==> src/rtl/pdo_cache_writer_if.sv <==
// rtl/pdo_cache_writer_if.sv - sample input, DPRAM write bus and frame handshake of the cache writer
// Optional drop counter signal present when CACHE_DROP_COUNT_EN is defined.
interface pdo_cache_writer_if #(
    parameter int BW_DPRAM = 12,
    parameter int BW_DATA  = 16
);
    logic                sample_valid;
    logic [BW_DATA-1:0]  data_l;
    logic [BW_DATA-1:0]  data_r;
    logic                wr_en;
    logic [BW_DPRAM-1:0] wr_addr;
    logic [BW_DATA-1:0]  wr_data;
    logic                frame_ready;
    logic                frame_bank;
    logic                frame_ack;
    logic                overrun;
`ifdef CACHE_DROP_COUNT_EN
    logic [7:0]          drop_count;
`endif

    modport master (
`ifdef CACHE_DROP_COUNT_EN
        output drop_count,
`endif
        input  sample_valid, data_l, data_r, frame_ack,
        output wr_en, wr_addr, wr_data, frame_ready, frame_bank, overrun
    );

    modport slave (
`ifdef CACHE_DROP_COUNT_EN
        input  drop_count,
`endif
        output sample_valid, data_l, data_r, frame_ack,
        input  wr_en, wr_addr, wr_data, frame_ready, frame_bank, overrun
    );
endinterface

==> src/rtl/pdo_cache_writer.sv <==
// rtl/pdo_cache_writer.sv - stereo sample writer into a ping-pong banked DPRAM with frame handshake
// Optional saturating drop counter enabled by defining CACHE_DROP_COUNT_EN.
module pdo_cache_writer #(
    parameter int BW_DPRAM = 12,
    parameter int BW_DATA  = 16
) (
    input  logic               clk_i,
    input  logic               rst_i,
    pdo_cache_writer_if.master bus
);
    localparam int IW = BW_DPRAM - 2;

    localparam logic [1:0] S_IDLE = 2'd0;
    localparam logic [1:0] S_WR_L = 2'd1;
    localparam logic [1:0] S_WR_R = 2'd2;

    logic [1:0]         state_q, state_d;
    logic               bank_q, bank_d;
    logic [IW-1:0]      idx_q, idx_d;
    logic [BW_DATA-1:0] cap_l_q, cap_l_d;
    logic [BW_DATA-1:0] cap_r_q, cap_r_d;
    logic               ready_q, ready_d;
    logic               fbank_q, fbank_d;
    logic               ovr_q, ovr_d;
    logic               busy;
    logic               bank_done;

    assign busy      = (state_q == S_WR_L) || (state_q == S_WR_R);
    assign bank_done = (state_q == S_WR_R) && (&idx_q);

    always_comb begin
        state_d = state_q;
        bank_d  = bank_q;
        idx_d   = idx_q;
        cap_l_d = cap_l_q;
        cap_r_d = cap_r_q;
        ready_d = ready_q;
        fbank_d = fbank_q;
        // A strobe while a pair is in flight is dropped; the pair itself is untouched.
        ovr_d   = bus.sample_valid && busy;

        case (state_q)
            S_IDLE: begin
                if (bus.sample_valid) begin
                    cap_l_d = bus.data_l;
                    cap_r_d = bus.data_r;
                    state_d = S_WR_L;
                end
            end
            S_WR_L: state_d = S_WR_R;
            S_WR_R: begin
                idx_d   = idx_q + 1'b1;
                state_d = S_IDLE;
                if (&idx_q) begin
                    bank_d = ~bank_q;
                end
            end
            default: state_d = S_IDLE;
        endcase

        // Completion outranks a same-cycle ack, so that ack cannot cancel the new frame.
        if (bank_done) begin
            ready_d = 1'b1;
            fbank_d = bank_q;
            if (ready_q && !bus.frame_ack) begin
                ovr_d = 1'b1;
            end
        end else if (bus.frame_ack) begin
            ready_d = 1'b0;
        end
    end

    always_ff @(posedge clk_i) begin
        if (rst_i) begin
            state_q <= S_IDLE;
            bank_q  <= 1'b0;
            idx_q   <= '0;
            cap_l_q <= '0;
            cap_r_q <= '0;
            ready_q <= 1'b0;
            fbank_q <= 1'b0;
            ovr_q   <= 1'b0;
        end else begin
            state_q <= state_d;
            bank_q  <= bank_d;
            idx_q   <= idx_d;
            cap_l_q <= cap_l_d;
            cap_r_q <= cap_r_d;
            ready_q <= ready_d;
            fbank_q <= fbank_d;
            ovr_q   <= ovr_d;
        end
    end

    assign bus.wr_en       = busy;
    assign bus.wr_addr     = busy ? {bank_q, idx_q, (state_q == S_WR_R)} : '0;
    assign bus.wr_data     = (state_q == S_WR_L) ? cap_l_q :
                             (state_q == S_WR_R) ? cap_r_q : '0;
    assign bus.frame_ready = ready_q;
    assign bus.frame_bank  = fbank_q;
    assign bus.overrun     = ovr_q;

`ifdef CACHE_DROP_COUNT_EN
    logic [7:0] drop_q, drop_d;

    always_comb begin
        drop_d = drop_q;
        if (ovr_d && (drop_q != 8'hFF)) begin
            drop_d = drop_q + 8'd1;
        end
    end

    always_ff @(posedge clk_i) begin
        if (rst_i) begin
            drop_q <= 8'd0;
        end else begin
            drop_q <= drop_d;
        end
    end

    assign bus.drop_count = drop_q;
`endif
endmodule

==> src/flat_wrapper.sv <==
// flat-port wrapper written by rule: the top's interface ports become plain ports
module pdo_cache_writer_flat 
#(
    parameter int BW_DPRAM = 12,
    parameter int BW_DATA  = 16
)
  (clk_i, rst_i, bus_sample_valid, bus_data_l, bus_data_r, bus_frame_ack, bus_wr_en, bus_wr_addr, bus_wr_data, bus_frame_ready, bus_frame_bank, bus_overrun);
  pdo_cache_writer_if #(.BW_DPRAM(BW_DPRAM), .BW_DATA(BW_DATA)) bus_i ();
  input  logic clk_i;
  input  logic rst_i;
  input wire logic [$bits(bus_i.sample_valid)-1:0] bus_sample_valid;
  input wire logic [$bits(bus_i.data_l)-1:0] bus_data_l;
  input wire logic [$bits(bus_i.data_r)-1:0] bus_data_r;
  input wire logic [$bits(bus_i.frame_ack)-1:0] bus_frame_ack;
  output wire logic [$bits(bus_i.wr_en)-1:0] bus_wr_en;
  output wire logic [$bits(bus_i.wr_addr)-1:0] bus_wr_addr;
  output wire logic [$bits(bus_i.wr_data)-1:0] bus_wr_data;
  output wire logic [$bits(bus_i.frame_ready)-1:0] bus_frame_ready;
  output wire logic [$bits(bus_i.frame_bank)-1:0] bus_frame_bank;
  output wire logic [$bits(bus_i.overrun)-1:0] bus_overrun;
  assign bus_i.sample_valid = bus_sample_valid;
  assign bus_i.data_l = bus_data_l;
  assign bus_i.data_r = bus_data_r;
  assign bus_i.frame_ack = bus_frame_ack;
  assign bus_wr_en = bus_i.wr_en;
  assign bus_wr_addr = bus_i.wr_addr;
  assign bus_wr_data = bus_i.wr_data;
  assign bus_frame_ready = bus_i.frame_ready;
  assign bus_frame_bank = bus_i.frame_bank;
  assign bus_overrun = bus_i.overrun;
  pdo_cache_writer #(.BW_DPRAM(BW_DPRAM), .BW_DATA(BW_DATA)) u_core (.clk_i(clk_i), .rst_i(rst_i), .bus(bus_i));
endmodule
==> config.mk <==
export PLATFORM = sky130hd
export DESIGN_NAME = pdo_cache_writer_flat
export DESIGN_NICKNAME = d
export VERILOG_FILES = /design/src/rtl/pdo_cache_writer_if.sv /design/src/rtl/pdo_cache_writer.sv /design/src/flat_wrapper.sv
export SDC_FILE = /design/constraint.sdc
export NUM_CORES = 1
export LEC_CHECK = 0
export ABC_AREA = 0
export CORE_MARGIN = 4
export CORE_UTILIZATION = 41
export DETAILED_ROUTE_END_ITERATION = 8
export PLACE_DENSITY = 0.85
export SETUP_SLACK_MARGIN = 0.4
export SYNTH_ARGS = -nofsm -noshare
export SYNTH_HDL_FRONTEND = slang
export SYNTH_SLANG_ARGS = --single-unit
==> constraint.sdc <==
create_clock -name clk_i -period 1.61 [get_ports clk_i]
set_input_delay 0.2415 -clock clk_i [delete_from_list [all_inputs] [get_ports clk_i]]
set_output_delay 0.2415 -clock clk_i [all_outputs]
set_load 0.01 [all_outputs]
==> out/metrics.yaml, run 1 <==
logic_synthesis:
  syn-instance-count: 275
  count_of_yosys_warnings_during_synthesis: 0
  netlist.top_cell.by_area: "sky130_fd_sc_hd__dfxtp_1"
  post_synth_num_cell_types: 32
  postSynthRegisterBits: 48
  yosysTopAreaCellShare_pct: 44.94
  syn_nets: 317
  synth-seq-area-share_pct: 44.94
  cell_area_synth_um2: 2138
  synthesis.area_per_instance_um2: 7.776
  synthTopCellsByArea: "sky130_fd_sc_hd__dfxtp_1, sky130_fd_sc_hd__nand2_1, sky130_fd_sc_hd__a21oi_1, sky130_fd_sc_hd__ha_1, sky130_fd_sc_hd__and2_1"
layout:
  num-fill-cells: 331
  final_core_util_pct: 76.31
  layout-drive-gt1-share_pct: 48.91
  antenna_cells: 0
  layout.nets: 409
  layout.cells.most_common: "sky130_fd_sc_hd__nand2_1"
  final_cell_count_no_fill: 438
  finish.instance_area_um2: 3872
  area_growth_pct: 81.10
  layout.cells.most_common_list: "sky130_fd_sc_hd__nand2_1, sky130_fd_sc_hd__dfxtp_1, sky130_fd_sc_hd__clkdlybuf4s50_1"
pwr:
  irDropWorstVdd_uv: 468.3
  power_density_nw_per_um2: 881.6
  power.static_leakage_nw: 1.673
  power_mw: 3.414
sta:
  finalCriticalPeriod_ps: 1776
  worst_slew_margin_rel_pct: 66.72
  slew_viol_final: 0
  setup-violations-final: 30
  finClkSkew_ps: 9.727
  tightestPinTransition_ps: 499.1
  setup_tns_ps: -2120
  layout_setup_ws_ps: -166.3
  final-hold-violation-count: 0
  final.period_utilization_pct: 110.3
  clock.fmax_ghz: 0.5630
  setup_repair_after_global_routing_missed_its_margin: "true"
worst_setup_path:
  timing.setup.critical_path_class: "reg -> reg"
  timing.critical_path.to_type: "flip-flop"
  critPathMaxFanout: 5
  cp.required_ps: 1850
  critPathLaunchType: "flip-flop"
  worst_endpoint_data_arrival_time_ps: 2010
clocking:
  cts_tree: "yes"
  clk_root_buffer_cell: "sky130_fd_sc_hd__clkbuf_8"
  htree_num_levels: 2
  cts_hold_repair.buffers: 0
  clk_lat_worst_skew_ps: 300
  clkSinkCount: 48
  cts_inserted_buffers: 5
  clkTransAtPathRegs_ps: 90
  clock_path_buffers: 2
route:
  wl_per_cell_um: 17.39
  route.detailed.vias_per_inst: 5.345
  drt_pre_antenna_iters: 4
  routed-wl-met2_mm: 4.072
  drt-total-wl_mm: 7.619
  drt-met1-wl_mm: 2.897
  drcViolationCount: 0
  detailroute.via_count: 2341
  final_antenna_net_count: 0
  detailedRoute.firstIterationViolations: 163
  met3_routed_wl_um: 514
  maxUsedRoutingLayer: "met4"
floorplan:
  start_util_pct: 42.14
  fp.dieH_um: 80.22
  design.core.area_um2: 5075
  die_area_um2: 6434
  fp-row-count: 26
  ioPinCount: 68
  die_width_um: 80.22
placed_design:
  place_hpwl_mm: 3.855
  gp_routability_congestion: 0.8352
  portBuffers: 67
  dpl.cell_count: 406
  placement.cell_area_um2: 2959
min_path:
  worstHoldPathType: "in -> reg"
outcome:
  run_status: "finished with violations"
  violated_checks: "negative setup slack"
grt:
  overflow: 0
  grt_pass1_wl_mm: 10.34
  via_count_of_the_first_global_routing_pass: 2221
  globalRouteTotalUtil_pct: 20.49
  grt_max_degree: 35
  grt_antenna_before_repair: 0
job:
  maxCapViolCount: 0
-- worst paths after layout --
kind / startpoint / endpoint / slack, ps / depth (start not counted)
setup / recovery: u_core.state_q[1]$_SDFFE_PP0P_ / u_core.idx_q[8]$_SDFFE_PP0N_ / -170 / 8
hold / removal: rst_i / u_core.cap_l_q[5]$_SDFFE_PP0P_ / 340 / 2
setup reg to reg: u_core.state_q[1]$_SDFFE_PP0P_ / u_core.idx_q[8]$_SDFFE_PP0N_ / -170 / 8
hold reg to reg: u_core.cap_r_q[0]$_SDFFE_PP0P_ / u_core.cap_r_q[0]$_SDFFE_PP0P_ / 460 / 2
-- metrics by stage --
step | hold slack, ps | setup WS [ps]
floorplan | 377.5 | 128.6
global placement | 442.6 | -204.5
detailed placement | 446.9 | -284.7
CTS | 298.6 | -141.4
global route | 338.8 | -229.7
finish | 336.1 | -166.3
-- cells by family after synthesis --
logic type | share of synthesized area [%]
AOI/OAI and AO/OA | 15.56
xor gates and xnor gates | 1.639
adders and majority gates | 3.511
buffers and inverters | 4.740
DFF | 44.94
muxes | 2.867
and+or+nand+nor | 26.74
-- area by class of cell --
cell class,count,area (um^2),share of cell area (%)
clock inverters,1,5.005,0.1292
well taps,70,87.58,2.262
multi-input cells,204,1632,42.13
flip-flops and latches,48,970.9,25.07
inverters,5,26.28,0.6785
clock buffers,7,97.59,2.520
repair buffers,103,1054,27.21
-- flip-flops by register name (all words and copies together), names as in the netlist --
name                    flops
u_core.bank_q               1
u_core.bus.frame_bank       1
u_core.idx_q               10
u_core.state_q              2
u_core.cap_r_q             16
u_core.cap_l_q             16
u_core.bus.frame_ready      1
u_core.bus.overrun          1
-- cells in the mapped netlist --
master / count
sky130_fd_sc_hd__a21oi_1: 36
sky130_fd_sc_hd__a22o_1: 6
sky130_fd_sc_hd__and2_1: 11
sky130_fd_sc_hd__and2_2: 1
sky130_fd_sc_hd__buf_1: 4
sky130_fd_sc_hd__buf_4: 1
sky130_fd_sc_hd__buf_6: 1
sky130_fd_sc_hd__clkbuf_1: 13
sky130_fd_sc_hd__dfxtp_1: 48
sky130_fd_sc_hd__ha_1: 6
sky130_fd_sc_hd__inv_1: 5
sky130_fd_sc_hd__mux2_2: 1
sky130_fd_sc_hd__mux2i_1: 5
sky130_fd_sc_hd__nand2_1: 91
sky130_fd_sc_hd__nand2b_1: 2
sky130_fd_sc_hd__nand3_1: 3
sky130_fd_sc_hd__nand4_1: 2
sky130_fd_sc_hd__nand4_2: 1
sky130_fd_sc_hd__nor2_1: 8
sky130_fd_sc_hd__nor2b_1: 2
sky130_fd_sc_hd__nor4_1: 2
sky130_fd_sc_hd__o21ai_0: 11
sky130_fd_sc_hd__o311ai_0: 1
sky130_fd_sc_hd__o31ai_1: 2
sky130_fd_sc_hd__o31ai_2: 1
sky130_fd_sc_hd__o41ai_1: 1
sky130_fd_sc_hd__or2_2: 2
sky130_fd_sc_hd__or3_2: 1
sky130_fd_sc_hd__or4_1: 2
sky130_fd_sc_hd__or4_4: 1
sky130_fd_sc_hd__xnor2_1: 1
sky130_fd_sc_hd__xor2_1: 3
-- report_power, final --
group          switching (mW)  internal, mW
sequential             0.0681          1.28
clock                   0.417         0.400
combinational           0.607         0.641
total                    1.09          2.32
-- metal layers --
layer | GRT usage [%] | vias up
met5 | 0 | -
met4 | 6.250 | 0
met3 | 5.717 | 15
met2 | 36.34 | 95
met1 | 23.74 | 1137
li1 | - | 1094
-- worst max-delay path, cell delays in order (launching register included) --
cell and delay [ps]:
sky130_fd_sc_hd__dfxtp_4 380, sky130_fd_sc_hd__buf_6 100, sky130_fd_sc_hd__ha_4 140, sky130_fd_sc_hd__buf_4 120, sky130_fd_sc_hd__buf_6 110, sky130_fd_sc_hd__nand4_4 130, sky130_fd_sc_hd__buf_6 170, sky130_fd_sc_hd__or4_4 410
sky130_fd_sc_hd__a21oi_2 150
-- what timing repair did --
action,CTS,global route
pin swaps,13,59
setup buffers,16,3
cloned,2,3
gates resized for setup,163,131
endpoints found under the hold margin,0,0
setup endpoints to repair,75,69
(Power assumes the default switching activity.)
==> run 2, diff against run 1 <==
- CAP_MARGIN: not set -> 20
- CELL_PAD_IN_SITES_DETAIL_PLACEMENT: not set -> 2
- CELL_PAD_IN_SITES_GLOBAL_PLACEMENT: not set -> 2
- CORE_UTILIZATION: 41 -> 23
- PLACE_DENSITY: 0.85 -> 0.86
==> run 2 against run 1 <==
Compared with the run above:
- the run still ends with negative setup slack left
- sequential power hardly changed
- clock power is 8.6% higher
- register-to-register slack hardly changed
- die area is 69% higher
- cell count is 7.8% higher
- routed wire length is 26% higher
- sequential cell count stayed put
- combinational power hardly changed
==> out/metrics.yaml, run 2 (synthesis gave the netlist of run 1 again) <==
grt:
  globalRouteTotalUtil_pct: 16.41
  grt_antenna_before_repair: 0
  overflow: 0
  grt_max_degree: 28
  grt_pass1_wl_mm: 14.17
  via_count_of_the_first_global_routing_pass: 2534
clocking:
  cts_tree: "yes"
  clock_path_buffers: 2
  clkTransAtPathRegs_ps: 90
  clkSinkCount: 48
  clk_root_buffer_cell: "sky130_fd_sc_hd__clkbuf_8"
  htree_num_levels: 2
  cts_hold_repair.buffers: 0
  cts_inserted_buffers: 5
  clk_lat_worst_skew_ps: 310
layout:
  num-fill-cells: 974
  layout.cells.most_common: "sky130_fd_sc_hd__nand2_1"
  final_cell_count_no_fill: 472
  antenna_cells: 0
  layout.nets: 405
  layout-drive-gt1-share_pct: 38.46
  area_growth_pct: 70.92
  largest_registers: "u_core.cap_l_q (16), u_core.cap_r_q (16), u_core.idx_q (10)"
  multiInputGateArea_um2: 1381
  layout.cells.most_common_list: "sky130_fd_sc_hd__nand2_1, sky130_fd_sc_hd__dfxtp_1, sky130_fd_sc_hd__clkdlybuf4s50_1"
  final_core_util_pct: 41.11
  seq_area_um2: 970.9
min_path:
  worstHoldPathType: "in -> reg"
route:
  wl_per_cell_um: 20.28
  final_antenna_net_count: 0
  drt_pre_antenna_iters: 4
  drt-total-wl_mm: 9.570
  detailroute.via_count: 2289
  drcViolationCount: 0
  detailedRoute.firstIterationViolations: 53
  route.detailed.vias_per_inst: 4.850
outcome:
  violated_checks: "negative setup slack"
  run_status: "finished with violations"
pwr:
  power.internal_mw: 2.397
  share_clk_of_total_power_pct: 25.7
  switching_power_mw: 1.061
  sequentialPowerShare_pct: 39.0
  power_density_nw_per_um2: 946.2
  power.static_leakage_nw: 1.480
  power.switching_fraction_pct: 30.69
  power.share.combinational_pct: 35.3
  power_mw: 3.458
  irDropWorstVdd_uv: 390.9
placed_design:
  dpl.cell_count: 443
  gp_routability_congestion: 0.7010
  portBuffers: 67
  place_hpwl_mm: 5.260
worst_setup_path:
  worst_path_dominant_cell_family: "buffers and inverters"
  critPathSlowestCell: "sky130_fd_sc_hd__dfxtp_4"
  worst-path-buf-inv: 3
  timing.setup.critical_path_class: "reg -> out"
  critPathMaxFanout: 3
  critPathLaunchType: "flip-flop"
  crit_chain: "buf_6 > ha_4 > nor2b_4 > buf_6 > a22o_1 > buf_2"
  worst_endpoint_data_arrival_time_ps: 1570
  cp_common_cell: "sky130_fd_sc_hd__buf_6"
  timing.critical_path.to_type: "output port"
  critPathMaxStageDelay_ps: 370
  timing.reg2reg.setup_slack_ps: -170
  cp.required_ps: 1370
sta:
  setup_repair_after_global_routing_missed_its_margin: "true"
  finalCriticalPeriod_ps: 1813
  clock.fmax_ghz: 0.5516
  final-hold-violation-count: 0
  layout_setup_ws_ps: -203.0
  hold_ws_ps: 206.1
  setup-violations-final: 36
  slew_viol_final: 0
  tightestPinTransition_ps: 406.5
  setup_tns_ps: -3639
  finClkSkew_ps: 6.689
  worst_slew_margin_rel_pct: 72.90
  final.period_utilization_pct: 112.6
job:
  maxCapViolCount: 0
floorplan:
  start_util_pct: 24.05
  die_area_um2: 10900
  fp-row-count: 34
  design.core.area_um2: 8891
  fp.dieH_um: 104.4
  die_width_um: 104.4
  ioPinCount: 68
run 2: cell types whose count changed in the layout (fill, tap and decap cells not counted), moves of 7 or more:
cell / delta
sky130_fd_sc_hd__nand2_1: +22
sky130_fd_sc_hd__o21ai_2: +8
sky130_fd_sc_hd__a21oi_1: +13
sky130_fd_sc_hd__and2_4: -9
sky130_fd_sc_hd__o21ai_1: -8
sky130_fd_sc_hd__buf_6: -22
sky130_fd_sc_hd__a21oi_2: -13
sky130_fd_sc_hd__and2_1: +8
sky130_fd_sc_hd__nand2_4: -29
sky130_fd_sc_hd__buf_2: +8
sky130_fd_sc_hd__nand2_2: +7
run 2: stage by stage:
step | setup slack, ps | area (um^2)
2_1_floorplan | 128.6 | 2222
3_3_place_gp | -215.4 | 3024
3_5_place_dp | -260.9 | 3024
4_1_cts | -162.8 | 3361
5_1_grt | -250.5 | 3655
6_report | -203.0 | 3655
run 2: final timing paths:
path                                                      from  depth (start not counted)                             endpoint
worst max-delay path            u_core.state_q[1]$_SDFFE_PP0P_                          6                      bus_wr_data[15]
worst min-delay path                                     rst_i                          2  u_core.bus.frame_ready$_SDFFE_PP0P_
worst max register to register  u_core.state_q[0]$_SDFFE_PP0P_                          7        u_core.bus.overrun$_SDFF_PP0_
worst min register to register  u_core.cap_r_q[8]$_SDFFE_PP0P_                          2       u_core.cap_r_q[8]$_SDFFE_PP0P_
run 2: final cells by class:
class,count,area share [%]
Clock buffer,6,1.986
Clock inverter,2,0.9586
Inverter,5,0.7189
Multi-Input combinational cell,204,37.80
Sequential cell,48,26.57
Tap cell,108,3.697
Timing Repair Buffer,99,28.28
run 2: worst register-to-register path: cells and delay by family, from the launching register on:
family	cells	cell delay, ps
AO/OA/AOI/OAI	1	180
buffers and inverters	3	280
AND/OR/NAND/NOR	2	690
adder cells (fa/ha/maj)	1	170
flip-flops	1	370
run 2: timing repair:
| action | 4_1_cts | 5_1_grt |
|---|---|---|
| gates resized for setup | 157 | 48 |
| cloned | 6 | 2 |
| setup buffers | 6 | 7 |
| endpoints found under the setup margin | 76 | 77 |
| pin swaps | 6 | 9 |
run 2: power by group through the flow:
stage                     clock, mW  sequential [mW]  combinational [mW]
after floorplan                   0             1.35               0.398
after global placement            0             1.36               0.702
after detailed placement          0             1.36               0.734
after CTS                     0.897             1.34                1.01
after global routing          0.960             1.36                1.30
final                         0.887             1.35                1.22
run 2: routing by layer:
metal	global-route usage [%]	wire, um	up-vias
li1	-	-	1093
met1	18.92	3935	1124
met2	30.54	5126	58
met3	3.724	364	14
met4	3.704	145	0
met5	0	0	-
